--- src/rtl/mem_arb_pkg.sv ---
// Shared types and width helpers for the two-port block-transfer memory arbiter.
package mem_arb_pkg;

  typedef enum logic [2:0] {
    IDLE,
    RD_ISSUE,
    RD_WAIT,
    WR,
    DONE
  } arb_state_t;

  // Word-index width for a block: IDX_W = $clog2(BLOCK_WORDS).
  function automatic int idx_w(input int block_words);
    return $clog2(block_words);
  endfunction

  // Byte-offset width inside a block: OFFSET_W = IDX_W + 2.
  function automatic int offset_w(input int block_words);
    return idx_w(block_words) + 2;
  endfunction

endpackage

--- src/rtl/mem_arbiter_rr_arb2.sv ---
// Two-way round-robin grant selection; exists only when MEM_ARB_RR_EN is defined.
`ifdef MEM_ARB_RR_EN
module rr_arb2 (
  input  logic       clk,
  input  logic       rst,
  input  logic [1:0] req,
  input  logic       upd,
  input  logic       upd_port,
  output logic       sel
);

  logic last;

  always_ff @(posedge clk) begin
    if (!rst)     last <= 1'b1;
    else if (upd) last <= upd_port;
  end

  // On a tie the port not served last wins; otherwise the lone requester.
  always_comb begin
    sel = 1'b0;
    if (req == 2'b11) sel = ~last;
    else              sel = req[1] & ~req[0];
  end

endmodule
`endif

--- src/rtl/mem_arbiter.sv ---
// Block-transfer arbiter sharing one fixed-latency memory port between two requesters.
// MEM_ARB_RR_EN selects round-robin tie-breaking; otherwise port 0 has fixed priority.
module mem_arbiter
  import mem_arb_pkg::*;
#(
  parameter int BLOCK_WORDS = 32,
  parameter int MEM_LAT     = 2
) (
  input  logic                           clk,
  input  logic                           rst,
  input  logic [1:0]                     req,
  input  logic [1:0]                     req_we,
  input  logic [1:0][31:0]               req_addr,
  input  logic [1:0][31:0]               req_wdata,
  output logic [1:0]                     gnt,
  output logic [1:0]                     rvalid,
  output logic [1:0]                     wack,
  output logic [1:0]                     done,
  output logic [31:0]                    rdata,
  output logic [$clog2(BLOCK_WORDS)-1:0] word_idx,
  output logic                           mem_ren,
  output logic                           mem_wen,
  output logic [31:0]                    mem_addr,
  output logic [31:0]                    mem_din,
  input  logic [31:0]                    mem_dout
);

  localparam int IDX_W    = idx_w(BLOCK_WORDS);
  localparam int OFFSET_W = offset_w(BLOCK_WORDS);
  localparam int CNT_W    = (MEM_LAT > 1) ? $clog2(MEM_LAT) : 1;
  localparam logic [IDX_W-1:0] LAST = IDX_W'(BLOCK_WORDS - 1);

  arb_state_t              state;
  logic                    win;
  logic [31-OFFSET_W:0]    base;
  logic [CNT_W-1:0]        cnt;
  logic                    sel;
  logic [1:0]              sel_oh;
  logic                    unused_addr_bits;

  assign unused_addr_bits = ^{req_addr[0][OFFSET_W-1:0], req_addr[1][OFFSET_W-1:0]};

`ifdef MEM_ARB_RR_EN
  rr_arb2 u_rr (
    .clk      (clk),
    .rst      (rst),
    .req      (req),
    .upd      (state == DONE),
    .upd_port (win),
    .sel      (sel)
  );
`else
  assign sel = ~req[0];
`endif

  assign sel_oh  = sel ? 2'b10 : 2'b01;
  // Requester drives write data combinationally from word_idx, so pass it straight through.
  assign mem_din = (state == WR) ? req_wdata[win] : '0;

  always_ff @(posedge clk) begin
    if (!rst) begin
      state    <= IDLE;
      win      <= 1'b0;
      base     <= '0;
      cnt      <= '0;
      gnt      <= '0;
      rvalid   <= '0;
      wack     <= '0;
      done     <= '0;
      rdata    <= '0;
      word_idx <= '0;
      mem_ren  <= 1'b0;
      mem_wen  <= 1'b0;
      mem_addr <= '0;
    end else begin
      rvalid <= '0;
      wack   <= '0;
      done   <= '0;
      case (state)
        IDLE: begin
          if (|req) begin
            win      <= sel;
            base     <= req_addr[sel][31:OFFSET_W];
            gnt      <= sel_oh;
            word_idx <= '0;
            mem_addr <= {req_addr[sel][31:OFFSET_W], {IDX_W{1'b0}}, 2'b00};
            if (req_we[sel]) begin
              state   <= WR;
              mem_wen <= 1'b1;
              wack    <= sel_oh;
            end else begin
              state   <= RD_ISSUE;
              mem_ren <= 1'b1;
            end
          end
        end
        RD_ISSUE: begin
          mem_ren  <= 1'b0;
          cnt      <= '0;
          word_idx <= mem_addr[OFFSET_W-1:2];
          state    <= RD_WAIT;
        end
        RD_WAIT: begin
          // The rvalid cycle doubles as the next issue (or DONE), so word_idx lags mem_addr here.
          if (cnt == CNT_W'(MEM_LAT - 1)) begin
            rdata  <= mem_dout;
            rvalid <= gnt;
            if (word_idx == LAST) begin
              state <= DONE;
              done  <= gnt;
              gnt   <= '0;
            end else begin
              state    <= RD_ISSUE;
              mem_ren  <= 1'b1;
              mem_addr <= {base, IDX_W'(word_idx + 1'b1), 2'b00};
            end
          end else begin
            cnt <= cnt + 1'b1;
          end
        end
        WR: begin
          if (word_idx == LAST) begin
            state   <= DONE;
            mem_wen <= 1'b0;
            done    <= gnt;
            gnt     <= '0;
          end else begin
            word_idx <= word_idx + 1'b1;
            mem_addr <= {base, IDX_W'(word_idx + 1'b1), 2'b00};
            wack     <= gnt;
          end
        end
        DONE:    state <= IDLE;
        default: state <= IDLE;
      endcase
    end
  end

endmodule
--- config.mk ---
export PLATFORM = sky130hd
export DESIGN_NAME = mem_arbiter
export DESIGN_NICKNAME = d
export VERILOG_FILES = /design/src/rtl/mem_arb_pkg.sv /design/src/rtl/mem_arbiter_rr_arb2.sv /design/src/rtl/mem_arbiter.sv
export SDC_FILE = /design/constraint.sdc
export NUM_CORES = 1
export LEC_CHECK = 0
export CAP_MARGIN = 20
export CORE_AREA = 2 2 106 108
export DETAILED_ROUTE_END_ITERATION = 12
export DIE_AREA = 0 0 108 110
export DONT_BUFFER_PORTS = 1
export PLACE_DENSITY_LB_ADDON = 0.25
export SLEW_MARGIN = 10
export SYNTH_ARGS = -nofsm -noshare
export SYNTH_HDL_FRONTEND = slang
export SYNTH_SLANG_ARGS = --single-unit
--- constraint.sdc ---
create_clock -name clk -period 2.2 [get_ports clk]
set_input_delay 0.22 -clock clk [delete_from_list [all_inputs] [get_ports clk]]
set_output_delay 0.22 -clock clk [all_outputs]
set_load 0.01 [all_outputs]
=== After elaboration in Yosys (flattened, before gate mapping) ===
Cells that the tools add are included.

* Reduce and logical (&&, ||, !) cells: 15
* Bitwise operators: 1
* $add $sub $neg: 2
* Muxes and demuxes: 42
* Eq/ne operators: 11
* Order comparisons: 2

{| class="wikitable"
|+ Operators by type and width
! operator !! number
|-
| $mux W32 || 8
|-
| $pmux W32 S3 || 1
|-
| $mux W2 || 9
|-
| $pmux W5 S3 || 1
|-
| $mux W3 || 4
|-
| $ne A2 B2 Y1 const B || 6
|-
| $pmux W3 S4 || 1
|-
| $reduce_and A3 Y1 || 4
|-
| $mux W1 || 10
|-
| $mux W5 || 2
|-
| $reduce_bool A3 Y1 || 3
|-
| $pmux W2 S2 || 2
|-
| $eq A3 B2 Y1 const B || 2
|-
| $pmux W2 S3 || 1
|-
| $add A5 B1 Y5 const B || 1
|-
| $eq A5 B5 Y1 const B || 1
|-
| $reduce_and A5 Y1 || 1
|-
| $lt A1 B2 Y1 const B || 2
|-
| $pmux W1 S2 || 2
|-
| $reduce_and A2 Y1 || 2
|-
| $reduce_and A4 Y1 || 1
|-
| $reduce_bool A2 Y1 || 2
|-
| $eq A3 B1 Y1 const B || 1
|-
| $logic_not A3 Y1 || 1
|-
| 5 further kinds || 5
|}

* Logic and storage cells: 86
* Output and inout port bits: 111
* Register bits after elaboration: 109

=== Longest topological paths before layout ===
* Depth in word-level cells: 6
* Gate-level depth with buffers: 8

=== Least setup slack after synthesis ===
Ideal clock, no wire load.

* Path kind: register to register
* From: reg word_idx[0]
* To: reg word_idx[0]
* Setup slack: 0.295 ns
* Stages on the path, launching flop included: 8
* Setup time: 0.067 ns
* Buffers on the path: 0
* Data arrival time: 1.838 ns
* Required time: 2.133 ns
* Cell sequence: dfxtp_1 -> ha_1 -> and3_1 -> ha_1 -> and2_1 -> o32a_4 -> or3_1 -> a21oi_2

* Word-level cells in the longest chain between the ends: 3

{| class="wikitable"
|+ RTL lines
! what !! line !! source
|-
| start, declared || mem_arbiter.sv:20 || <nowiki>output logic [$clog2(BLOCK_WORDS)-1:0] word_idx,</nowiki>
|-
| start signal, assigned || mem_arbiter.sv:100 || <nowiki>word_idx <= mem_addr[OFFSET_W-1:2];</nowiki>
|-
| start signal, assigned || mem_arbiter.sv:128 || <nowiki>word_idx <= word_idx + 1'b1;</nowiki>
|-
| $add A5 B1 Y5 / $eq A5 B5 Y1 (equally long branches) || mem_arbiter.sv:128, mem_arbiter.sv:122 ||
|-
| $mux W5 / $ne A2 B2 Y1 (equally long branches) || -- ||
|-
| $pmux W5 S3 / $reduce_and A3 Y1 (equally long branches) || -- ||
|}

Parallel ways exist; a longest one is shown, timed or not. The select of a mux whose other input is x is not followed.
A chain may end at the register's enable or synchronous reset.

=== Worst setup path in the final report ===
* From: reg word_idx[1]
* To: reg word_idx[0]

* Word-level cells in the longest chain between the ends: 3

{| class="wikitable"
|+ RTL lines
! what !! line !! source
|-
| $eq A5 B5 Y1 || mem_arbiter.sv:122 || <nowiki>if (word_idx == LAST) begin</nowiki>
|-
| $ne A2 B2 Y1 (no source line) || -- ||
|-
| $reduce_and A3 Y1 (no source line) || -- ||
|}

No other way between the ends.

==> results.md <==
* Outcome: finished clean
* Flip-flop and latch count after synthesis at around 110
* Pwr per Cell Area at around 800 nW/um2
* Final wirelength at between 10000 and 15000 um
* Sw frac at 32.4%
* Final Max Tran Viols at 0
* Asr flop ratio synth at 0%
* Avg Vias per Cell at 5.54
* Final setup vio count at 0
* HPWL after DPL at 9410 um
* Via count at roughly 4300
* Ports at approximately 280
* Nets@finish at ~810
* Leakage at roughly 2.3 nW
* Number of enable flip-flop cells after synthesis at 0
* Setup Skew at 16.6 ps
* Netlist Area Pre-Place at about 5200 um2
* Slew at the pin closest to its max-slew limit at roughly 780 ps
* GRT Residual Overflow at 0
* Initial drt markers at 153
* Antenna-violating nets left at 0
* WL per Instance at ~18 um
* Layout area overhead at 16.0%
* Antenna Cells at 0
* Tot GR Track Use at between 20% and 30%
* Minimum clock period at between 1500 and 2000 ps
* Maximum vdd drop at slightly above 400 uV
* Clock Sink Count at around 110
* Largest net degree at the start of global routing at 53
* Clock network power share at 25.9%
* Fin Setup TNS at 0 ps
* Unrepaired setup endpoints after global routing: no
* Crit path kind: reg -> reg
* DIE HEIGHT at around 110 um
* P_int at approximately 3.2 mW
* Sequential fraction of the synthesis area at around two fifths
* Switching power at between 1.5 and 2 mW
* Hold Vio Cnt, Final at 0
* Max Clk Rate at around 500 MHz
* Gpl congestion at between 0.8 and 0.9
* Die Footprint at between 10000 and 15000 um2
* Startpoint class of the critical path: flip-flop
* Initial antenna violation count at 0
* Clk pin slew, worst setup/hold paths at around 110 ps
* Synth Instances at around 600
* Type of element capturing the critical path: flip-flop
* Post-synthesis cell type count at 48
* Layout cells sized above 1 at 15.2%
* Overall die width at about 110 um
* Residual DRC count at 0
* I/O Buffers at 0
* Initial Util at slightly below 50%
* First-pass GRT wire length at around 20000 um
* Num CTS Buffers at 9
* Hold slack at about 16 ps
* Setup Buffers After CTS at 0
* Vias in the first global route at roughly 4000
* CP Data Arrival Time at about 2300 ps
* Rel. slew slack at between 40% and 50%
* Ys flop type: dfxtp_1
* YS warnings at 0
* Worst Path Required at 2510 ps
* H-Tree Depth at 3
* Fin crit share at roughly 91%
* Average cell area after synthesis at just under 9 um2
* Clk Latency, worst-skew pair at about 360 ps
* Initial DRT Pass Iterations at 4
* Core area at 10700 um2
* MaxCap Viol Count at 0
* Fill count at roughly 950
* Flop pwr share at approximately 50%
* CTS Root Cell: clkbuf_8
* Crit path max fanout at 7
* Clock buffer depth at 2
* Combinational Power Share at ~24%
* Number of cell rows at 38
* Hold Path Class: in -> reg
* CTS tree: done
[synthesized netlist by cell type (3+ instances only)]
cell type,instances,share of area (%)
nand2_1,125,9.0
dfxtp_1,107,41
mux2i_1,84,16
nor2_1,66,4.7
a21oi_1,40,3.8
a211oi_2,25,6.0
clkbuf_1,25,1.8
o211ai_1,25,3.6
buf_2,12,1.1
o21ai_0,8,0.76
buf_4,7,1.0
buf_6,7,1.5
nand3_1,7,0.67
a211oi_1,4,0.57
a32o_1,4,0.76
inv_1,4,0.29
nor2b_1,4,0.48
and2_1,3,0.36
and3_1,3,0.36
ha_1,3,0.72
nand2b_1,3,0.36
[worst paths after layout]
path                                   from     endpoint  slack (ps)  depth (start not counted)
worst max-delay path            word_idx[1]  word_idx[0]         200                          7
worst max register to register  word_idx[1]  word_idx[0]         200                          7
worst min register to register    rdata[29]    rdata[29]         510                          2
worst min-delay path            mem_dout[8]     rdata[8]          20                          2
[kinds of logic after synthesis]
| logic type | after synthesis | share of synthesized area [%] |
|---|---|---|
| flip-flops | 107 | 40.9 |
| other | 1 | 0.0716 |
| buffers and inverters | 57 | 5.88 |
| AND/OR/NAND/NOR | 222 | 17.8 |
| adder cells (fa/ha/maj) | 3 | 0.717 |
| AO/OA/AOI/OAI | 122 | 18.3 |
| XOR/XNOR | 2 | 0.334 |
| multiplexers | 84 | 16.0 |
[area by class of cell]
class,instances,area (um2),share of cell area (%)
Multi-Input combinational cell,435,2810,46.2
Timing Repair Buffer,82,731,12.0
Inverter,4,15.0,0.247
Tap cell,140,175,2.88
Clock buffer,11,141,2.33
Sequential cell,107,2140,35.3
Clock inverter,5,61.3,1.01
[layout by cell type (no fill, tap or decap), types with 2 or more instances in the layout]
| cell | instances |
|---|---|
| o21bai_1 | 2 |
| clkinvlp_4 | 3 |
| nand2b_1 | 2 |
| buf_4 | 44 |
| dlygate4sd3_1 | 36 |
| a21oi_1 | 40 |
| conb_1 | 2 |
| nor2_1 | 66 |
| a32o_1 | 4 |
| and3_1 | 3 |
| o21ai_0 | 8 |
| xnor2_1 | 2 |
| dfxtp_1 | 105 |
| inv_1 | 3 |
| ha_1 | 3 |
| nor3_1 | 2 |
| a211oi_1 | 4 |
| buf_12 | 2 |
| nand3b_1 | 2 |
| nand2_1 | 125 |
| o211ai_1 | 25 |
| nor2b_1 | 3 |
| a211oi_2 | 25 |
| clkbuf_8 | 10 |
| mux2i_1 | 84 |
| nand3_1 | 6 |
| and2_1 | 3 |
| dfxtp_2 | 2 |
[metal layers]
layer | GRT usage (%) | part of all wire, % | up-vias
met3 | 5.41 | 7.2 | 7
met4 | 4.30 | 0.51 | 0
met5 | 0 | 0 | -
li1 | - | - | 2144
met2 | 37.2 | 50 | 169
met1 | 27.6 | 43 | 2020
[worst max-delay path, stage by stage (launching register included)]
cell and delay (ps):
dfxtp_1 380, ha_1 220, and3_1 200, ha_1 230
and2_1 180, o32a_4 250, or3_1 380, a21oi_2 120
[sequential cells by signal, indices dropped and copies added (netlist names)]
register  cells
rdata        32
mem_addr     30
base         25
word_idx      5
state         3
done          2
gnt           2
rvalid        2
wack          2
cnt           1
mem_ren       1
mem_wen       1
win           1
[power by group through the flow]
stage	combinational (mW)	clock, mW	sequential, mW
2_1_floorplan	0.951	0	2.37
3_3_place_gp	1.05	0	2.43
3_5_place_dp	1.09	0	2.44
4_1_cts	1.15	1.28	2.39
5_1_grt	1.27	1.35	2.42
6_report	1.15	1.24	2.39
[stage by stage]
stage	power (mW)	cells	instance area (um2)	utilization, %	setup WS, ps
2_1_floorplan	3.32	599	5240	-	295
3_3_place_gp	3.48	732	5510	51.5	237
3_5_place_dp	3.53	732	5510	51.5	204
4_1_cts	4.82	782	6050	56.6	9.56
5_1_grt	5.04	784	6080	56.8	83.2
6_report	4.78	784	6080	56.8	201
[repair_timing]
action | 4_1_cts | 5_1_grt
hold endpoints to repair | 46 | 1
setup endpoints to repair | 0 | 16
resized for setup | 0 | 1
hold buffers | 34 | 2
Power figures use the tool's default switching activity.
